==> config.mk <==
export PLATFORM = sky130hd
export DESIGN_NAME = cola_dispense_ctrl
export DESIGN_NICKNAME = d
export VERILOG_FILES = /design/src/rtl/cola_dispense_ctrl.sv
export SDC_FILE = /design/constraint.sdc
export NUM_CORES = 1
export LEC_CHECK = 0
export ABC_AREA = 1
export BUFFER_PORTS_ARGS = -buffer_cell sky130_fd_sc_hd__buf_2
export CORE_UTILIZATION = 54
export CTS_CLUSTER_DIAMETER = 100
export DETAILED_ROUTE_END_ITERATION = 10
export PLACE_DENSITY = 0.76
export SYNTH_ARGS = -nofsm -noshare
export SYNTH_HDL_FRONTEND = slang
export SYNTH_SLANG_ARGS = --single-unit
export TNS_END_PERCENT = 5
==> constraint.sdc <==
create_clock -name clk -period 1.85 [get_ports clk]
set_input_delay 0.555 -clock clk [delete_from_list [all_inputs] [get_ports clk]]
set_output_delay 0.555 -clock clk [all_outputs]
set_load 0.03 [all_outputs]
==> src/rtl/cola_dispense_ctrl.sv <==
// Vend sequencer: queues up to two vend requests and drives the dispense
// solenoid and change ejector in a fixed timed order, with LED status.
module cola_dispense_ctrl #(
  parameter int DISP_CYC = 25000000,
  parameter int CHG_CYC  = 12500000,
  parameter int GAP_CYC  = 12500000,
  parameter int CNT_W    = 26
) (
  input  logic       clk,
  input  logic       rst_n,
  input  logic       req_valid,
  input  logic [1:0] req_change,
  output logic       req_ready,
  input  logic       err_clr,
  output logic       disp_out,
  output logic       chg_out,
  output logic       busy,
  output logic       done_pulse,
  output logic       drop_err,
  output logic       chg_err,
  output logic [7:0] led
);

  localparam logic [CNT_W-1:0] DISP_LAST = CNT_W'(DISP_CYC - 1);
  localparam logic [CNT_W-1:0] CHG_LAST  = CNT_W'(CHG_CYC - 1);
  localparam logic [CNT_W-1:0] GAP_LAST  = CNT_W'(GAP_CYC - 1);

  typedef enum logic [2:0] {
    IDLE = 3'd0,
    DISP = 3'd1,
    GAP  = 3'd2,
    CHG  = 3'd3,
    DONE = 3'd4
  } state_t;

  state_t           state;
  logic [CNT_W-1:0] timer;
  logic [1:0]       chg_left;
  logic [1:0]       count;
  logic [1:0]       mem [2];
  logic             alive;
  logic             push;
  logic             pop;
  logic [1:0]       wdata;

  // The ejector holds at most two coins; an illegal 3 is clamped to 2.
  function automatic logic [1:0] clamp_change(input logic [1:0] c);
    return (c == 2'd3) ? 2'd2 : c;
  endfunction

  assign req_ready = alive && (count != 2'd2);
  assign push      = req_valid && req_ready;
  assign pop       = (state == IDLE) && (count != 2'd0);
  assign wdata     = clamp_change(req_change);

  // FIFO occupancy, ready gating and sticky error flags
  always_ff @(posedge clk or negedge rst_n) begin
    if (!rst_n) begin
      count    <= 2'd0;
      alive    <= 1'b0;
      drop_err <= 1'b0;
      chg_err  <= 1'b0;
    end else begin
      alive <= 1'b1;
      case ({push, pop})
        2'b10:   count <= count + 2'd1;
        2'b01:   count <= count - 2'd1;
        default: count <= count;
      endcase
      if (req_valid && !req_ready) drop_err <= 1'b1;
      else if (err_clr)            drop_err <= 1'b0;
      if (push && req_change == 2'd3) chg_err <= 1'b1;
      else if (err_clr)               chg_err <= 1'b0;
    end
  end

  // Entry storage; a simultaneous push/pop at count 1 lands the new entry at the head
  always_ff @(posedge clk) begin
    if (pop) begin
      mem[0] <= (push && count == 2'd1) ? wdata : mem[1];
    end else if (push) begin
      mem[count[0]] <= wdata;
    end
  end

  // Sequencer with outputs registered from the next-state decision
  always_ff @(posedge clk or negedge rst_n) begin
    if (!rst_n) begin
      state      <= IDLE;
      timer      <= '0;
      chg_left   <= 2'd0;
      disp_out   <= 1'b0;
      chg_out    <= 1'b0;
      busy       <= 1'b0;
      done_pulse <= 1'b0;
    end else begin
      disp_out   <= 1'b0;
      chg_out    <= 1'b0;
      done_pulse <= 1'b0;
      busy       <= 1'b1;
      case (state)
        IDLE: begin
          timer <= '0;
          if (pop) begin
            state    <= DISP;
            chg_left <= mem[0];
            disp_out <= 1'b1;
          end else begin
            busy <= 1'b0;
          end
        end
        DISP: begin
          if (timer == DISP_LAST) begin
            state <= GAP;
            timer <= '0;
          end else begin
            timer    <= timer + CNT_W'(1);
            disp_out <= 1'b1;
          end
        end
        GAP: begin
          if (timer == GAP_LAST) begin
            timer <= '0;
            if (chg_left != 2'd0) begin
              state   <= CHG;
              chg_out <= 1'b1;
            end else begin
              state      <= DONE;
              done_pulse <= 1'b1;
            end
          end else begin
            timer <= timer + CNT_W'(1);
          end
        end
        CHG: begin
          if (timer == CHG_LAST) begin
            state    <= GAP;
            timer    <= '0;
            chg_left <= chg_left - 2'd1;
          end else begin
            timer   <= timer + CNT_W'(1);
            chg_out <= 1'b1;
          end
        end
        DONE: begin
          state <= IDLE;
          timer <= '0;
          busy  <= 1'b0;
        end
        default: begin
          state <= IDLE;
          timer <= '0;
          busy  <= 1'b0;
        end
      endcase
    end
  end

  assign led = {busy, disp_out, chg_out, drop_err | chg_err, count, chg_left};

endmodule

==> results.py <==
metrics = {
    "sta": {
        "finClkSkew_ns": 0.00781,
        "hold_violations": 0,
        "drv_slew": 0,
        "setup_viol": 0,
        "rsz0062_at_grt": "yes",
        "period_minus_slack_ns": 1.78,
        "timing.hold.ws_ns": 0.201,
        "fin_crit_sh": 0.963,
        "tns_ns": 0,
        "max_freq_mhz": 561,
        "finalWorstSetupSlack_ns": 0.0678,
    },
    "critical_path": {
        "startpoint": "count[0]",
        "critPathCaptureType": "primary output",
        "rr_startpoint": "timer[0]",
        "arrival_ns": 1.23,
        "critPathKind": "flip-flop to primary output",
        "crit_path_start_kind": "flip-flop",
        "worst_path_largest_cell_delay_ns": 0.42,
        "crit_fanout": 5,
        "cpMaxStageDelayCell": "dfrtp_2",
        "critical_path_required_ns": 1.29,
        "path_cells": "inv_2 > ha_2 > nor2_4 > buf_4",
    },
    "synth": {
        "synthMuxAreaShare": 0.00451,
        "synthXorXnorAreaFrac": 0.0702,
        "synthTopCellsByCount": "nand2_1 (76), nor2_1 (72), inv_1 (42), dfrtp_1 (40), nand3_1 (21)",
        "synthDistinctLibCells": 26,
        "yosysTopAreaCell": "dfrtp_1",
        "async_reset_ff_frac": 0.909,
        "yosysTopAreaCellShare": 0.401,
        "synth_warnings": 0,
        "synth_compound_area_frac": 0.0341,
        "syn_nets": 341,
        "synth-seq-cells": 44,
        "synth_fa_ha_area_frac": 0.0401,
        "netlist_instances": 327,
        "syn_area_sq_um": 2490,
        "synth_most_common_cell": "nand2_1",
        "yosysSeqAreaShare": 0.449,
        "synth_edf_count": 4,
        "synth.area.top_cells": "dfrtp_1 (40%), nand2_1 (11%), nor2_1 (11%), inv_1 (6.3%), edfxtp_1 (4.8%)",
        "synth-main-ff-cell": "dfrtp_1",
        "synth_top_family_by_area": "simple AND/OR/NAND/NOR gates",
        "synth_simple_gate_area_frac": 0.317,
        "avgSynthCellArea_sq_um": 7.63,
    },
    "finish": {
        "nets": 373,
        "drive_gt1_frac": 0.156,
        "syn2layout_area_growth_pct": 13.2,
        "final_util": 0.644,
        "diodes": 0,
        "final_cells": 412,
        "fin_area_sq_um": 2830,
    },
    "routing": {
        "viasPerCell": 5.07,
        "vias": 2087,
        "antenna_left": 0,
        "drc": 0,
        "drt_wl_total_microns": 5110,
        "routedWlPerCell_microns": 12.4,
        "drtIter0Drc": 251,
        "drtPass1Iterations": 7,
    },
    "floorplanning": {
        "core_sq_um": 4380,
        "die_w_microns": 70.0,
        "io_pins": 21,
        "die_area_sq_um": 4900,
        "initial_core_util": 0.569,
        "dieHeight_microns": 70.0,
        "rows": 24,
    },
    "clocking": {
        "clockRootBuffer": "clkbuf_8",
        "htree_levels": 2,
        "holdBufCountCts": 0,
        "cts_made_buffers": 5,
        "numClockSinks": 44,
        "cts_tree": "built",
        "clk_pin_slew_ns": 0.08,
        "insertion_delay_ns": 0.30,
        "cts.path.max_buffers": 2,
    },
    "run": {
        "maxCapViolCount": 0,
    },
    "pwr": {
        "leakage_nw": 1.32,
        "p_total_mw": 2.01,
        "powerDensity_nw_per_um2": 713,
        "ir_drop_mv": 0.582,
    },
    "placement": {
        "gp_congestion": 0.944,
        "place_hpwl_microns": 3760,
        "place_area_sq_um": 2690,
        "dp_slack_ns": -0.00228,
        "place_inst": 401,
        "io_buffers": 20,
    },
    "global_route": {
        "globalRouteOverflowTotal": 0,
        "gr-usage-all-layers": 0.223,
        "grt_max_degree": 24,
        "antenna_found_initial": 0,
        "grt_pass1_wl_microns": 8610,
        "grt_pass1_vias": 1860,
    },
    "min_path": {
        "worstHoldPathType": "input pin to asynchronous set/reset pin",
    },
    "status": {
        "status": "finished, final reports clean",
    },
}
-- per-layer routing --
layer / GRT usage / routed length, microns / vias to the layer above
li1: - / - / 1071
met1: 0.324 / 2500 / 933
met2: 0.342 / 2260 / 77
met3: 0.0519 / 312 / 6
met4: 0.0467 / 32 / 0
met5: 0 / 0 / -
-- power by group --
part	leakage [nW]	internal [mW]	switching [mW]	total, mW
clock	0.0424	0.270	0.323	0.593
sequential	0.548	1.02	0.0384	1.06
combinational	0.726	0.129	0.232	0.360
total	1.32	1.42	0.593	2.01
-- worst paths after layout --
kind	slack, ns	cells past startpoint	to
min	0.20	1	timer[6]
min in group clk	0.44	2	drop_err
min reg2reg	0.54	1	count[0]
max reg2reg	0.15	9	state[1]
max	0.07	4	req_ready
max in group asynchronous	1.12	2	timer[22]
-- sequential cells by signal, summed over array words and instances, names as in the netlist --
signal	cells
chg_left	2
chg_out	1
busy	1
mem	4
timer	26
done_pulse	1
state	3
alive	1
drop_err	1
disp_out	1
count	2
chg_err	1
-- critical path: cells and delay by family (launching register included) --
kind	cells	cell delay (ns)
DFF	1	0.42
buffers and inverters	2	0.22
adders and majority gates	1	0.20
and+or+nand+nor	1	0.09
-- layout by cell type, fill, tap and decap left out, types with 2 or more instances in the layout --
cell type  netlist  layout
inv_1           42      40
buf_4            3      10
nand2_2          3       3
xor2_1          13      13
inv_2            0       2
nand3_1         21      21
dfrtp_2          0       2
dfrtp_1         40      38
clkbuf_8         0       5
buf_2            0      19
nor2_4           2       3
o21ai_0          9       8
nand4_1          3       3
nand2_1         76      75
nor2_2           2       3
nor2_1          72      70
ha_1             8       6
edfxtp_1         4       4
nor3_1           8       7
clkbuf_1         0       2
o21ai_1          1       2
xnor2_1          7       7
a21oi_1          4       4
-- logic make-up after synthesis --
| family | count (synthesis) |
|---|---|
| xor gates and xnor gates | 20 |
| buffers and inverters | 48 |
| and+or+nand+nor | 189 |
| adders and majority gates | 8 |
| AOI/OAI and AO/OA | 16 |
| DFF | 44 |
| other | 1 |
| muxes | 1 |
-- timing repair --
action | CTS | global route
setup endpoints to repair | 1 | 32
gates cloned | 0 | 1
hold endpoints to repair | 0 | 0
pin swaps | 0 | 1
resized for setup | 1 | 10
buffers inserted | 0 | 2
-- cell type report --
type | instances | area, sq um
fillers | 365 | 1560
multi-input cells | 235 | 1200
flip-flops and latches | 44 | 1120
repair buffers | 29 | 170
inverters | 43 | 169
clock buffers | 7 | 76.3
well taps | 52 | 65.1
clock inverters | 1 | 8.76
repair inverters | 1 | 8.76
Note: power is estimated with default switching activity, not from simulation.
